**src/rtl/arb_pkg.sv**
```systemverilog
// Shared types and helpers for the active-low round-robin arbiter family.
// Holds the controller state enum, the index-width helper and the hold-counter width.
package arb_pkg;

    typedef enum logic [1:0] {
        IDLE  = 2'd0,
        GRANT = 2'd1,
        GAP   = 2'd2
    } arb_state_t;

    localparam int HOLD_CW = 16;

    function automatic int idx_w(input int n);
        return (n > 2) ? $clog2(n) : 1;
    endfunction

endpackage

```
**src/rtl/arb_rr_pick.sv**
```systemverilog
// Combinational rotate-priority selector: first set bit of req_mask at or after ptr, wrapping.
// Active-high mask in, valid plus index out; reusable by other arbiters.
module arb_rr_pick
    import arb_pkg::*;
#(
    parameter int N    = 4,
    parameter int IDXW = idx_w(N)
) (
    input  logic [N-1:0]    req_mask,
    input  logic [IDXW-1:0] ptr,
    output logic            valid,
    output logic [IDXW-1:0] idx
);

    // Scan N positions starting from ptr; the first hit wins.
    always_comb begin
        int  cand;
        logic hit;
        cand  = 0;
        hit   = 1'b0;
        valid = 1'b0;
        idx   = {IDXW{1'b0}};
        for (int i = 0; i < N; i++) begin
            cand  = (int'(ptr) + i) % N;
            hit   = !valid && req_mask[cand[IDXW-1:0]];
            idx   = hit ? cand[IDXW-1:0] : idx;
            valid = valid | hit;
        end
    end

endmodule

```
**src/rtl/arb_rr_lowreq.sv**
```systemverilog
// Round-robin arbiter with active-low requests/grants: grant, hold until release, one-cycle gap.
// Optional grant timeout with requester lockout is enabled by defining ARB_TIMEOUT_EN.
module arb_rr_lowreq
    import arb_pkg::*;
#(
    parameter int N        = 4,
    parameter int HOLD_MAX = 64
) (
    input  logic                C,
    input  logic                CLR_B,
    input  logic [N-1:0]        REQ_B,
    output logic [N-1:0]        GNT_B,
    output logic [idx_w(N)-1:0] GNT_IDX,
    output logic                BUSY_B,
    output logic                TOUT
);

    localparam int IDXW = idx_w(N);
    localparam logic [N-1:0] ALL_OFF = {N{1'b1}};

    if (N < 2 || N > 16 || HOLD_MAX < 1 || HOLD_MAX > 65535) begin : g_param_check
        $error("arb_rr_lowreq: N or HOLD_MAX outside legal range");
    end

    arb_state_t      state_r, state_s;
    logic [IDXW-1:0] ptr_r, ptr_s;
    logic [IDXW-1:0] idx_r, idx_s;
    logic [N-1:0]    gnt_b_r, gnt_b_s;
    logic            busy_b_r, busy_b_s;
    logic [N-1:0]    req_s;
    logic [N-1:0]    pick_mask_s;
    logic            pick_valid_s;
    logic [IDXW-1:0] pick_idx_s;
    logic            owner_req_s;
    logic [IDXW-1:0] ptr_next_s;

    function automatic logic [N-1:0] grant_vec(input logic [IDXW-1:0] i);
        return ~(N'(1'b1) << i);
    endfunction

    assign req_s       = ~REQ_B;
    assign owner_req_s = req_s[idx_r];
    assign ptr_next_s  = (idx_r == IDXW'(N - 1)) ? {IDXW{1'b0}} : idx_r + IDXW'(1);

`ifdef ARB_TIMEOUT_EN
    localparam logic [HOLD_CW-1:0] HOLD_LAST = HOLD_CW'(HOLD_MAX - 1);

    logic [HOLD_CW-1:0] cnt_r, cnt_s;
    logic [N-1:0]       lock_r, lock_s;
    logic               tout_r, tout_s;

    // Timed-out requesters stay out of the scan until they sample released.
    assign pick_mask_s = req_s & ~lock_r;
`else
    assign pick_mask_s = req_s;
`endif

    arb_rr_pick #(
        .N    (N),
        .IDXW (IDXW)
    ) u_pick (
        .req_mask (pick_mask_s),
        .ptr      (ptr_r),
        .valid    (pick_valid_s),
        .idx      (pick_idx_s)
    );

    // Next-state and next-output logic for the grant/hold/gap sequence.
    always_comb begin
        state_s  = state_r;
        ptr_s    = ptr_r;
        idx_s    = idx_r;
        gnt_b_s  = gnt_b_r;
        busy_b_s = busy_b_r;
`ifdef ARB_TIMEOUT_EN
        cnt_s    = cnt_r;
        tout_s   = 1'b0;
        lock_s   = lock_r & req_s;
`endif
        case (state_r)
            IDLE: begin
                if (pick_valid_s) begin
                    state_s  = GRANT;
                    idx_s    = pick_idx_s;
                    gnt_b_s  = grant_vec(pick_idx_s);
                    busy_b_s = 1'b0;
`ifdef ARB_TIMEOUT_EN
                    cnt_s    = {HOLD_CW{1'b0}};
`endif
                end else begin
                    gnt_b_s  = ALL_OFF;
                    busy_b_s = 1'b1;
                end
            end
            GRANT: begin
                if (!owner_req_s) begin
                    state_s  = GAP;
                    gnt_b_s  = ALL_OFF;
                    busy_b_s = 1'b1;
                    ptr_s    = ptr_next_s;
                end
`ifdef ARB_TIMEOUT_EN
                else if (cnt_r == HOLD_LAST) begin
                    state_s  = GAP;
                    gnt_b_s  = ALL_OFF;
                    busy_b_s = 1'b1;
                    ptr_s    = ptr_next_s;
                    tout_s   = 1'b1;
                    lock_s   = lock_s | ~grant_vec(idx_r);
                end
`endif
                else begin
                    busy_b_s = 1'b0;
`ifdef ARB_TIMEOUT_EN
                    cnt_s    = cnt_r + HOLD_CW'(1);
`endif
                end
            end
            GAP: begin
                state_s  = IDLE;
                gnt_b_s  = ALL_OFF;
                busy_b_s = 1'b1;
            end
            default: begin
                state_s  = IDLE;
                gnt_b_s  = ALL_OFF;
                busy_b_s = 1'b1;
            end
        endcase
    end

    // State and registered outputs; reset drops any grant immediately.
    always_ff @(posedge C or negedge CLR_B) begin
        if (!CLR_B) begin
            state_r  <= IDLE;
            ptr_r    <= {IDXW{1'b0}};
            idx_r    <= {IDXW{1'b0}};
            gnt_b_r  <= ALL_OFF;
            busy_b_r <= 1'b1;
`ifdef ARB_TIMEOUT_EN
            cnt_r    <= {HOLD_CW{1'b0}};
            lock_r   <= {N{1'b0}};
            tout_r   <= 1'b0;
`endif
        end else begin
            state_r  <= state_s;
            ptr_r    <= ptr_s;
            idx_r    <= idx_s;
            gnt_b_r  <= gnt_b_s;
            busy_b_r <= busy_b_s;
`ifdef ARB_TIMEOUT_EN
            cnt_r    <= cnt_s;
            lock_r   <= lock_s;
            tout_r   <= tout_s;
`endif
        end
    end

    assign GNT_B   = gnt_b_r;
    assign GNT_IDX = idx_r;
    assign BUSY_B  = busy_b_r;
`ifdef ARB_TIMEOUT_EN
    assign TOUT    = tout_r;
`else
    assign TOUT    = 1'b0;
`endif

endmodule

```
**config.mk**
```make
export PLATFORM = sky130hd
export DESIGN_NAME = arb_rr_lowreq
export DESIGN_NICKNAME = d
export VERILOG_FILES = /design/src/rtl/arb_pkg.sv /design/src/rtl/arb_rr_pick.sv /design/src/rtl/arb_rr_lowreq.sv
export SDC_FILE = /design/constraint.sdc
export NUM_CORES = 1
export LEC_CHECK = 0
export CORE_AREA = 2 2 39 41
export DETAILED_ROUTE_END_ITERATION = 8
export DIE_AREA = 0 0 41 43
export MAX_ROUTING_LAYER = met4
export PLACE_DENSITY = 0.72
export SLEW_MARGIN = 10
export SYNTH_ARGS = -nofsm -noshare
export SYNTH_HDL_FRONTEND = slang
export SYNTH_SLANG_ARGS = --single-unit
```
**constraint.sdc**
```tcl
create_clock -name C -period 4.1 [get_ports C]
set_input_delay 0.41 -clock C [delete_from_list [all_inputs] [get_ports C]]
set_output_delay 0.41 -clock C [all_outputs]
set_load 0.03 [all_outputs]
```
==> flow_summary.yaml <==
synthesis:
  synthTopCellsByCount: "dfrtp_1 (6), dfstp_2 (5), mux2_2 (4)"
  syn-cell-area_sq_um: 581
  synth_top_cell_area_share_pct: 25.9
  synth_edf_count: 0
  seq_area_frac_synth_pct: 48.5
  ys_warn_count: 0
  syn_area_per_cell_sq_um: 11.2
  synth_cell_types: 29
  syn-num-nets: 59
  yosysTopAreaCell: "dfrtp_1"
  synthCells: 52
  synthTopCellsByArea: "dfrtp_1 (26%), dfstp_2 (23%), mux2_2 (7.8%)"
  ys_ff_latch: 11
  synth-async-reset-ratio_pct: 100
  synth_ff_type: "dfrtp_1"
  yosysMostFrequentCell: "dfrtp_1"
floorplan:
  dieArea_sq_mm: 0.00176
  core_sq_mm: 0.00138
  row_count: 14
  die_h_microns: 43
  ios: 14
  die-width_microns: 41
  initial_core_util_pct: 42.0
worst_setup_path:
  r2r-end: "ptr_r[0]$_DFFE_PN0P_"
  cp_num_buf_inv: 1
  reg2regPathDepth: 3
  critPathCaptureType: "primary output"
  rr_startpoint: "GNT_IDX[1]$_DFFE_PN0P_"
  ff2ff_setup_slack_ps: 2570
  crit_slowest_cell: "clkdlybuf4s50_1"
  path_delay_family: "buffers and inverters"
  path_class: "flip-flop to primary output"
  critPathLaunchType: "flip-flop"
  crit_path_cell_trace: "clkdlybuf4s50_1"
  critPathMaxFanout: 8
  max_stage_delay_ps: 730
  arrival_ps: 1490
  worstPathRequired_ps: 3690
pwr:
  total_power_uw: 598
  ir_drop_mv: 0.381
  leakage_uw: 0.000305
  power.density_mw_per_mm2: 808
sta:
  report.final.slew_viol_count: 0
  rsz0062_at_grt: "no"
  fin_crit_sh_pct: 46.3
  hold_violations: 0
  setup_tns_ps: 0
  fmax_mhz: 527
  fin_skew_ps: 3.04
  worst_slack_ps: 2200
  min_period_ps: 1900
  setup_viol: 0
grt:
  grt_overflow: 0
  grt_use_total_pct: 16.7
  grt_pass1_vias: 450
  antenna_found_initial: 0
  grt_max_degree: 12
  grt_pass1_wl_microns: 1890
drt:
  drcViolationCount: 0
  via_per_inst: 5.67
  drtAntennaViolNets: 0
  drtPass1Iterations: 4
  wl_per_cell_microns: 13.5
  wl_microns: 1120
  drt_iter0_markers: 6
  vias: 471
clocking:
  hold_buffers: 0
  cts_tree: "yes"
  clkTransAtPathRegs_ps: 70
  h-tree-depth: 1
  cts_setup_buffers: 0
  cts.sinks: 11
  cts.path.max_buffers: 2
  numCtsBuffers: 3
  post_cts_resized: 0
  cts_root_buffer: "clkbuf_4"
  clkLatencyLatePin_ps: 260
placement:
  portBuffers: 12
  dpl_cell_area_sq_um: 713
  pre_cts_ws_ps: 2110
  place.gp.congestion: 0.776
layout:
  multi_input_area_sq_um: 280
  antennaDiodeCount: 0
  nets: 75
  drive_gt1_share_pct: 22.4
  finalInstanceArea_sq_um: 739
  fillers: 125
  seqCellArea_sq_um: 282
  syn_to_final_growth_pct: 27.4
  fin_util_pct: 53.4
run_status:
  status: "complete, no violations"
flow_run:
  drv_cap: 0
hold_path:
  hp-class: "input pin to asynchronous set/reset pin"
metal layers:
metal	share of wire (%)	vias up	track usage (%)
met1	47	236	21.4
met3	5.5	2	4.71
met2	47	11	22.8
li1	-	222	-
met4	0.54	0	10.0
met5	0	-	-
worst max-delay path by stage:
stage	from	end	slack (ps)	depth (start not counted)
finish	GNT_IDX[0]$_DFFE_PN0P_	GNT_IDX[0]	2200	1
global route	GNT_IDX[0]$_DFFE_PN0P_	GNT_IDX[0]	2120	1
CTS	GNT_IDX[0]$_DFFE_PN0P_	GNT_IDX[0]	2190	1
detailed placement	REQ_B[2]	GNT_IDX[1]$_DFFE_PN0P_	2110	4
global placement	REQ_B[2]	GNT_IDX[1]$_DFFE_PN0P_	2140	4
floorplan	GNT_IDX[1]$_DFFE_PN0P_	ptr_r[0]$_DFFE_PN0P_	2480	3
kinds of logic (layout without fill, tap and decap cells):
kind of cell / count (synthesis) / after routing / share of synthesized area [%]
simple gates: 16 / 16 / 16.0
compound gates: 14 / 14 / 20.0
flops: 11 / 11 / 48.5
mux: 5 / 5 / 9.48
buf+inv: 4 / 19 / 3.23
fa+ha+maj: 1 / 1 / 2.15
other cells: 1 / 1 / 0.646
cell usage in the layout, fill, tap and decap left out, types with 3 or more instances in the layout:
cell type,n
nor2_1,3
nand2_1,3
o21ai_0,3
inv_1,3
mux2_2,4
dfrtp_1,6
clkdlybuf4s50_1,12
clkbuf_4,3
dfstp_2,5
stage by stage:
stage,hold slack [ps],std cells
4_1_cts,477,83
5_1_grt,500,83
6_report,473,83
3_5_place_dp,492,79
3_3_place_gp,505,79
2_1_floorplan,114,52
area by class of cell:
cell class / instances / share of cell area [%]
Inverter: 3 / 1.52
Tap cell: 16 / 2.71
Multi-Input combinational cell: 37 / 37.9
Sequential cell: 11 / 38.1
Timing Repair Buffer: 12 / 16.2
Clock buffer: 4 / 3.55
report_power, final:
part           switching, uW  total [uW]  internal [uW]
Clock                   34.8        72.4           37.6
Sequential              53.3         228            174
Combinational            152         298            146
flip-flops by register name, indices dropped and copies added, names as in the netlist:
| name | count |
|---|---|
| BUSY_B | 1 |
| GNT_B | 4 |
| GNT_IDX | 2 |
| ptr_r | 2 |
| state_r | 2 |
worst reg2reg max path, stage by stage, from the launching register on:
cell and delay, ps:
dfrtp_1 440, mux2_2 370, o2111ai_2 230, mux2_2 360
No activity file was read; power rests on OpenSTA's default activity.
